--- src/rtl/reorder_pkg.sv ---
`default_nettype none
// ============================================================================
//  Module   : reorder_pkg
//  Purpose  : Shared types and width helpers for the two-bank line reorder
//             scheduler and its per-bank tracker.
//  Contents : bank_state_t, top_state_t, width helper functions and the
//             default-parameter width constants LenW / LinesW.
//  Revision : 1.0 - initial release
// ============================================================================
package reorder_pkg;

  // Per-bank occupancy: written (FILL), ready to read (FULL), being read (DRAIN).
  typedef enum logic [1:0] {
    EMPTY = 2'd0,
    FILL  = 2'd1,
    FULL  = 2'd2,
    DRAIN = 2'd3
  } bank_state_t;

  typedef enum logic {
    IDLE = 1'b0,
    RUN  = 1'b1
  } top_state_t;

  localparam int unsigned DefMaxLineSize = 512;
  localparam int unsigned DefMaxLines    = 4096;

  // Width of a field that must hold 0..max inclusive.
  function automatic int unsigned len_w(input int unsigned max_val);
    return $clog2(max_val + 1);
  endfunction

  // Width of a beat counter that only ever holds 0..max-1; never below 1 bit.
  function automatic int unsigned cnt_w(input int unsigned max_val);
    return (max_val > 1) ? $clog2(max_val) : 1;
  endfunction

  localparam int unsigned LenW   = len_w(DefMaxLineSize);
  localparam int unsigned LinesW = len_w(DefMaxLines);

endpackage : reorder_pkg
`default_nettype wire

--- src/rtl/reorder_bank_tracker.sv ---
`default_nettype none
// ============================================================================
//  Module   : reorder_bank_tracker
//  Purpose  : Occupancy state of one line-reorder bank:
//             EMPTY -> FILL -> FULL -> DRAIN -> EMPTY.
//  Ports    : clk_i, rst_i    - clock, synchronous active-high reset
//             clear_i         - force EMPTY (frame abort)
//             wr_hit_i        - a write beat lands in this bank this cycle
//             wr_last_i       - that write beat closes the line
//             rd_hit_i        - a read beat leaves this bank this cycle
//             rd_last_i       - that read beat closes the line
//             state_o         - registered bank state
//  Revision : 1.0 - initial release
// ============================================================================
module reorder_bank_tracker
  import reorder_pkg::*;
(
  input  logic        clk_i,
  input  logic        rst_i,
  input  logic        clear_i,
  input  logic        wr_hit_i,
  input  logic        wr_last_i,
  input  logic        rd_hit_i,
  input  logic        rd_last_i,
  output bank_state_t state_o
);

  bank_state_t state_q, state_d;

  always_comb begin
    state_d = state_q;
    case (state_q)
      // A one-beat line goes straight to FULL.
      EMPTY:   if (wr_hit_i) state_d = wr_last_i ? FULL : FILL;
      FILL:    if (wr_hit_i && wr_last_i) state_d = FULL;
      FULL:    if (rd_hit_i) state_d = rd_last_i ? EMPTY : DRAIN;
      DRAIN:   if (rd_hit_i && rd_last_i) state_d = EMPTY;
      default: state_d = EMPTY;
    endcase
    if (clear_i) state_d = EMPTY;
  end

  always_ff @(posedge clk_i) begin
    if (rst_i) begin
      state_q <= EMPTY;
    end else begin
      state_q <= state_d;
    end
  end

  assign state_o = state_q;

endmodule : reorder_bank_tracker
`default_nettype wire

--- src/rtl/reorder_bank_scheduler.sv ---
`default_nettype none
// ============================================================================
//  Module   : reorder_bank_scheduler
//  Purpose  : Frame sequencer for the two-bank line reorder datapath. Latches
//             a per-frame config, steers writes/reads between the banks,
//             generates line-last markers and signals frame completion.
//  Ports    : clk_i, rst_i                    - clock, sync active-high reset
//             cfg_line_len_i, cfg_num_lines_i - frame config, sampled on start
//             start_i, abort_i                - frame control
//             busy_o, cfg_err_o               - status (cfg_err_o is a pulse)
//             wr_bank_o, wr_en_o, wr_fire_i, wr_last_o - input side
//             rd_bank_o, rd_en_o, rd_fire_i, rd_last_o - output side
//             frame_done_o                    - pulse after final line read
//  Revision : 1.0 - initial release
// ============================================================================
module reorder_bank_scheduler
  import reorder_pkg::*;
#(
  parameter int unsigned MaxLineSize = 512,
  parameter int unsigned MaxLines    = 4096,
  parameter bit          DoubleBuff  = 1'b1
) (
  input  logic                             clk_i,
  input  logic                             rst_i,
  input  logic [$clog2(MaxLineSize+1)-1:0] cfg_line_len_i,
  input  logic [$clog2(MaxLines+1)-1:0]    cfg_num_lines_i,
  input  logic                             start_i,
  input  logic                             abort_i,
  output logic                             busy_o,
  output logic                             cfg_err_o,
  output logic                             wr_bank_o,
  output logic                             wr_en_o,
  input  logic                             wr_fire_i,
  output logic                             wr_last_o,
  output logic                             rd_bank_o,
  output logic                             rd_en_o,
  input  logic                             rd_fire_i,
  output logic                             rd_last_o,
  output logic                             frame_done_o
);

  localparam int unsigned LenBits   = len_w(MaxLineSize);
  localparam int unsigned LinesBits = len_w(MaxLines);
  localparam int unsigned CntBits   = cnt_w(MaxLineSize);

  localparam logic [LenBits-1:0]   MaxLenVal   = LenBits'(MaxLineSize);
  localparam logic [LinesBits-1:0] MaxLinesVal = LinesBits'(MaxLines);

  top_state_t             state_q, state_d;
  logic [LenBits-1:0]     len_q, len_d;
  logic [LinesBits-1:0]   lines_q, lines_d;
  logic [CntBits-1:0]     wr_cnt_q, wr_cnt_d;
  logic [CntBits-1:0]     rd_cnt_q, rd_cnt_d;
  logic [LinesBits-1:0]   wr_lines_q, wr_lines_d;
  logic [LinesBits-1:0]   rd_lines_q, rd_lines_d;
  logic                   wr_bank_q, wr_bank_d;
  logic                   rd_bank_q, rd_bank_d;
  logic                   cfg_err_q, cfg_err_d;
  logic                   frame_done_q, frame_done_d;

  bank_state_t            bank_state [2];

  logic                   run;
  logic                   wr_en, rd_en;
  logic                   wr_last, rd_last;
  logic                   wr_go, rd_go;
  logic                   abort_hit;
  logic                   frame_end;
  logic                   cfg_bad;
  logic [LenBits-1:0]     len_m1;

  // --------------------------------------------------------------------------
  // Enables and last markers depend only on registered state, so there is no
  // combinational path from a fire input to any enable.
  // --------------------------------------------------------------------------
  always_comb begin
    run     = (state_q == RUN);
    len_m1  = len_q - LenBits'(1);
    wr_en   = run && (wr_lines_q < lines_q) &&
              ((bank_state[wr_bank_q] == EMPTY) || (bank_state[wr_bank_q] == FILL));
    rd_en   = run &&
              ((bank_state[rd_bank_q] == FULL) || (bank_state[rd_bank_q] == DRAIN));
    wr_last = wr_en && (LenBits'(wr_cnt_q) == len_m1);
    rd_last = rd_en && (LenBits'(rd_cnt_q) == len_m1);

    // Abort wins over any same-cycle beat.
    abort_hit = run && abort_i;
    wr_go     = wr_en && wr_fire_i && !abort_i;
    rd_go     = rd_en && rd_fire_i && !abort_i;
    frame_end = rd_go && rd_last && (rd_lines_q == (lines_q - LinesBits'(1)));

    cfg_bad = (cfg_line_len_i == '0) || (cfg_line_len_i > MaxLenVal) ||
              (cfg_num_lines_i == '0) || (cfg_num_lines_i > MaxLinesVal);
  end

  // --------------------------------------------------------------------------
  // Top FSM, counters and bank pointers
  // --------------------------------------------------------------------------
  always_comb begin
    state_d      = state_q;
    len_d        = len_q;
    lines_d      = lines_q;
    wr_cnt_d     = wr_cnt_q;
    rd_cnt_d     = rd_cnt_q;
    wr_lines_d   = wr_lines_q;
    rd_lines_d   = rd_lines_q;
    wr_bank_d    = wr_bank_q;
    rd_bank_d    = rd_bank_q;
    cfg_err_d    = 1'b0;
    frame_done_d = 1'b0;

    case (state_q)
      IDLE: begin
        if (start_i) begin
          len_d   = cfg_line_len_i;
          lines_d = cfg_num_lines_i;
          if (cfg_bad) cfg_err_d = 1'b1;
          else         state_d   = RUN;
        end
      end

      RUN: begin
        if (wr_go) begin
          if (wr_last) begin
            wr_cnt_d   = '0;
            wr_lines_d = wr_lines_q + LinesBits'(1);
            if (DoubleBuff) wr_bank_d = ~wr_bank_q;
          end else begin
            wr_cnt_d = wr_cnt_q + CntBits'(1);
          end
        end

        if (rd_go) begin
          if (rd_last) begin
            rd_cnt_d   = '0;
            rd_lines_d = rd_lines_q + LinesBits'(1);
            if (DoubleBuff) rd_bank_d = ~rd_bank_q;
          end else begin
            rd_cnt_d = rd_cnt_q + CntBits'(1);
          end
        end

        if (frame_end) frame_done_d = 1'b1;

        // Leaving RUN either way: the next frame starts from bank 0 with
        // fresh counters.
        if (abort_hit || frame_end) begin
          state_d    = IDLE;
          wr_cnt_d   = '0;
          rd_cnt_d   = '0;
          wr_lines_d = '0;
          rd_lines_d = '0;
          wr_bank_d  = 1'b0;
          rd_bank_d  = 1'b0;
        end
      end

      default: state_d = IDLE;
    endcase
  end

  always_ff @(posedge clk_i) begin
    if (rst_i) begin
      state_q      <= IDLE;
      len_q        <= '0;
      lines_q      <= '0;
      wr_cnt_q     <= '0;
      rd_cnt_q     <= '0;
      wr_lines_q   <= '0;
      rd_lines_q   <= '0;
      wr_bank_q    <= 1'b0;
      rd_bank_q    <= 1'b0;
      cfg_err_q    <= 1'b0;
      frame_done_q <= 1'b0;
    end else begin
      state_q      <= state_d;
      len_q        <= len_d;
      lines_q      <= lines_d;
      wr_cnt_q     <= wr_cnt_d;
      rd_cnt_q     <= rd_cnt_d;
      wr_lines_q   <= wr_lines_d;
      rd_lines_q   <= rd_lines_d;
      wr_bank_q    <= wr_bank_d;
      rd_bank_q    <= rd_bank_d;
      cfg_err_q    <= cfg_err_d;
      frame_done_q <= frame_done_d;
    end
  end

  // --------------------------------------------------------------------------
  // Per-bank occupancy trackers. With DoubleBuff = 0 the pointers never leave
  // bank 0, so bank 1 simply stays EMPTY.
  // --------------------------------------------------------------------------
  for (genvar b = 0; b < 2; b++) begin : g_bank
    reorder_bank_tracker u_tracker (
      .clk_i     (clk_i),
      .rst_i     (rst_i),
      .clear_i   (abort_hit),
      .wr_hit_i  (wr_go && (wr_bank_q == 1'(b))),
      .wr_last_i (wr_last),
      .rd_hit_i  (rd_go && (rd_bank_q == 1'(b))),
      .rd_last_i (rd_last),
      .state_o   (bank_state[b])
    );
  end

  assign busy_o       = run;
  assign cfg_err_o    = cfg_err_q;
  assign wr_bank_o    = wr_bank_q;
  assign wr_en_o      = wr_en;
  assign wr_last_o    = wr_last;
  assign rd_bank_o    = rd_bank_q;
  assign rd_en_o      = rd_en;
  assign rd_last_o    = rd_last;
  assign frame_done_o = frame_done_q;

endmodule : reorder_bank_scheduler
`default_nettype wire

--- config.mk ---
export PLATFORM = sky130hd
export DESIGN_NAME = reorder_bank_scheduler
export DESIGN_NICKNAME = d
export VERILOG_FILES = /design/src/rtl/reorder_pkg.sv /design/src/rtl/reorder_bank_tracker.sv /design/src/rtl/reorder_bank_scheduler.sv
export SDC_FILE = /design/constraint.sdc
export NUM_CORES = 1
export LEC_CHECK = 0
export ABC_AREA = 1
export CAP_MARGIN = 20
export CORE_MARGIN = 3
export CORE_UTILIZATION = 45
export DETAILED_ROUTE_END_ITERATION = 8
export GPL_ROUTABILITY_DRIVEN = 0
export SETUP_SLACK_MARGIN = 0.15
export SLEW_MARGIN = 20
export SYNTH_ARGS = -nofsm -noshare
export SYNTH_HDL_FRONTEND = slang
export SYNTH_SLANG_ARGS = --single-unit
--- constraint.sdc ---
create_clock -name clk_i -period 2.9 [get_ports clk_i]
set_input_delay 0.58 -clock clk_i [delete_from_list [all_inputs] [get_ports clk_i]]
set_output_delay 0.58 -clock clk_i [all_outputs]
set_load 0.02 [all_outputs]
==> results_tabular.tex, run 1 <==
\begin{tabular}{lr}
\hline
Metric & Value \\
\hline
\multicolumn{2}{l}{\textbf{GRT}} \\
Antenna violations before repair & 0 \\
Wire length of the first global-routing pass & 26,430 µm \\
Largest net degree at the start of global routing & 47 \\
Total routing resource utilization after global routing & 0.2496 \\
Number of global-route vias before repair & 5,580 \\
Final global-route overflow total & 0 \\
\multicolumn{2}{l}{\textbf{STA}} \\
Unrepaired setup endpoints after global routing & yes \\
Fin. Hold Viols & 0 \\
Count of final max-slew check failures & 0 \\
Post-route minimum period & 2749 ps \\
Upper clock frequency limit & 363.8 MHz \\
Worst-case clock skew & 7.868 ps \\
Final setup violation count & 0 \\
Worst slew slack as a fraction of its limit & 0.6472 \\
Transition time at the pin with the least slew margin & 528.6 ps \\
Final Cycle Share & 0.9479 \\
\multicolumn{2}{l}{\textbf{Synthesis}} \\
Synth Area in Adders & 0.04208 \\
Number of nets produced by synthesis & 901 \\
Post-synthesis xor/xnor area fraction & 0.05563 \\
Compound-gate portion of the synthesized area & 0.1138 \\
FF+latch count, synth & 76 \\
Part of the Yosys area used for sequential elements & 0.2842 \\
Share of the synthesized area in the top cell type & 0.2842 \\
Synth area leaders & dfxtp\_1 28\%, nand2\_1 14\%, nand3\_1 8.0\% \\
Synth Warn \# & 0 \\
Library cell with the largest summed area after synthesis & dfxtp\_1 \\
Main combinational cell family by area after synthesis & simple AND/OR/NAND/NOR gates \\
Synth Area in Simple Gates & 0.4091 \\
Multiplexer fraction of the synthesized cell area & 0 \\
Syn Inst Count & 854 \\
Per-instance average area after synthesis & 6.268 µm² \\
Netlist cell types & 35 \\
Post-Syn Area & 5353 µm² \\
\multicolumn{2}{l}{\textbf{Critical path}} \\
WP data required & 2320 ps \\
List of cells traversed by the critical path & inv\_2 > ha\_1 > nand2\_2 > inv\_1 > nand2\_1 > nand3\_2 > nor2\_4 > nand2\_2 > nor4\_4 > buf\_4 > buf\_6 \\
Number of buffer and inverter instances along the worst setup path & 4 \\
Flop-to-flop setup slack & 360 ps \\
Data arrival, critical path & 2170 ps \\
CP max stage cell & dfxtp\_2 \\
Most used cell, CP & nand2\_2 \\
Critical Setup Path Class & register to output pin \\
Cell family with most CP delay & simple AND/OR/NAND/NOR gates \\
Biggest fanout along the worst timing path & 3 \\
Kind of launch point of the worst setup path & register \\
Largest stage delay, worst path & 340 ps \\
Endpoint type of the worst setup path & output pin \\
\multicolumn{2}{l}{\textbf{Place}} \\
Instance area after placement & 6180 µm² \\
DP HPWL & 12,150 µm \\
PortBufs & 37 \\
\multicolumn{2}{l}{\textbf{Pwr}} \\
Design Power & 2979 µW \\
Peak supply drop & 0.3935 mV \\
Sequential fraction of design power & 0.376 \\
Internal power contribution & 2050 µW \\
Clock network fraction of design power & 0.383 \\
Total power divided by cell area & 444.5 nW/µm² \\
Leak Pwr & 0.002889 µW \\
Net switching power figure & 929.1 µW \\
Switching share of power & 0.3118 \\
Fraction of power consumed by combinational cells & 0.241 \\
\multicolumn{2}{l}{\textbf{Drt}} \\
WL final & 15,660 µm \\
Final routed wire length divided by cell count & 14.44 µm \\
Average vias per placed instance & 5.269 \\
Number of vias after detailed routing & 5,712 \\
Antenna-violating nets left & 0 \\
Number of iterations in the first detailed-routing pass & 5 \\
First-iteration detailed-routing DRC count & 382 \\
Number of DRC violations after detailed routing & 0 \\
\multicolumn{2}{l}{\textbf{Final layout}} \\
Fill cell total of the finished layout & 1,080 \\
Post-layout instance area & 6703 µm² \\
Nets & 984 \\
Commonest non-fill, non-tap cell in the layout & nand2\_1 \\
Area overhead of the layout relative to synthesis & 25.22\% \\
Fraction of final layout cells with drive strength greater than 1 & 0.1573 \\
Leading cell types in the layout, fill and taps excluded & 187 x nand2\_1, 112 x nor2\_1, 99 x inv\_1 \\
Antenna diode count & 0 \\
\multicolumn{2}{l}{\textbf{Run status}} \\
Outcome & finished, final reports clean \\
\multicolumn{2}{l}{\textbf{Die}} \\
Die Footprint & 13,240 µm² \\
Std cell rows & 39 \\
Die boundary height & 115.1 µm \\
Width of the die & 115.1 µm \\
Area of the core & 11,520 µm² \\
Starting density of the core & 0.4648 \\
Num ports & 38 \\
\multicolumn{2}{l}{\textbf{CTS}} \\
H-tree Lvls & 3 \\
Clock buffer depth & 2 \\
Clock transition at the registers of the reported paths & 60 ps \\
TritonCTS clock tree & done \\
Total clock buffers created by CTS & 9 \\
Number of clock sinks seen by CTS & 76 \\
Clk Tree Root Cell & clkbuf\_16 \\
Clock insertion delay at the later pin of the skew report & 350 ps \\
\multicolumn{2}{l}{\textbf{Job}} \\
Max-cap violations & 0 \\
\multicolumn{2}{l}{\textbf{Min path}} \\
Class of the tightest hold or removal check & register to register \\
\hline
\end{tabular}
-- area by class of cell --
| type | instances | area [µm²] | area share |
|---|---|---|---|
| clock buffers | 10 | 239.0 | 0.03565 |
| repair buffers | 90 | 799.5 | 0.1193 |
| flip-flops and latches | 76 | 1533 | 0.2287 |
| multi-input cells | 653 | 3498 | 0.5219 |
| well taps | 143 | 178.9 | 0.02669 |
| clock inverters | 5 | 52.55 | 0.007840 |
| inverters | 107 | 401.6 | 0.05992 |
-- path summary, 6_finish.rpt --
| kind | start | end | cells after the start |
|---|---|---|---|
| worst max-delay path | lines_q[12] | wr_last_o | 11 |
| worst min-delay path | len_q[9] | len_q[9] | 2 |
| worst max register to register | lines_q[1] | wr_cnt_q[1] | 16 |
| worst min register to register | len_q[9] | len_q[9] | 2 |
-- stage by stage --
step / utilization / worst slack [ps] / std cells / TNS, ps / hold WS (ps)
2_1_floorplan: - / 259.1 / 854 / 0 / 445.2
6_report: 0.5820 / 151.2 / 1084 / 0 / 483.4
3_5_place_dp: 0.5366 / -179.8 / 1064 / -179.8 / 470.9
5_1_grt: 0.5820 / 17.94 / 1084 / 0 / 520.5
4_1_cts: 0.5681 / 63.59 / 1082 / 0 / 481.8
3_3_place_gp: 0.5366 / -151.5 / 1064 / -151.5 / 470.2
-- flip-flops by register name, summed over array words and instances (netlist names), 4 cells and up --
| name | count |
|---|---|
| lines_q | 13 |
| rd_cnt_q | 9 |
| wr_lines_q | 13 |
| wr_cnt_q | 9 |
| len_q | 10 |
| rd_lines_q | 13 |
| g_bank.u_tracker.state_o | 4 |
-- power by group through the flow --
stage	Combinational, µW	Sequential [µW]	Clock, µW
floorplan	431	1140	0
global placement	634	1140	0
detailed placement	647	1140	0
CTS	666	1120	1170
global route	810	1130	1210
finish	718	1120	1140
-- synthesized netlist by cell type (all sizes together) --
cell type and instances:
inv 107, nor2 131, nor4 8, nand3b 2, a21oi 64, clkbuf 10, xor2 26, nand4 17
nor3b 2, nor3 25, ha 18, buf 8, dfxtp 76, o21ai 48, or2 1, a211oi 3
o21bai 1, nand2 205, and3 1, xnor2 8, nand3 93
-- cells by family after synthesis --
group | Yosys count
adder cells (fa/ha/maj) | 18
XOR/XNOR | 34
buffers and inverters | 125
AND/OR/NAND/NOR | 485
flip-flops | 76
AO/OA/AOI/OAI | 116
-- layer usage --
layer / routed length [µm] / GRT usage / vias to the layer above
met1: 6718 / 0.3024 / 2593
met4: 478 / 0.1135 / 0
li1: - / - / 2941
met2: 7813 / 0.4363 / 146
met5: 0 / 0 / -
met3: 647 / 0.03526 / 32
-- tightest hold or removal path, cell delays in order, from the launching register on --
cell and delay (ps):
dfxtp_1 310, inv_1 70, a21oi_1 60
-- repair_timing --
action                     CTS  global route
gates resized for setup     22            43
hold buffers                 0             0
setup endpoints to repair    3             9
hold endpoints to repair     0             0
buffers inserted             3             2
pin swaps                    4            14
Note: power is estimated with default switching activity, not from simulation.
==> run 2, diff against run 1 <==
--- a/config.mk
+++ b/config.mk
@@ -6,7 +6,6 @@
 export NUM_CORES = 1
 export LEC_CHECK = 0
 export ABC_AREA = 1
-export CAP_MARGIN = 20
 export CORE_MARGIN = 3
 export CORE_UTILIZATION = 45
 export DETAILED_ROUTE_END_ITERATION = 8
==> results of run 2 <==
Final layout, timing and power as in run 1 (identical DEF).
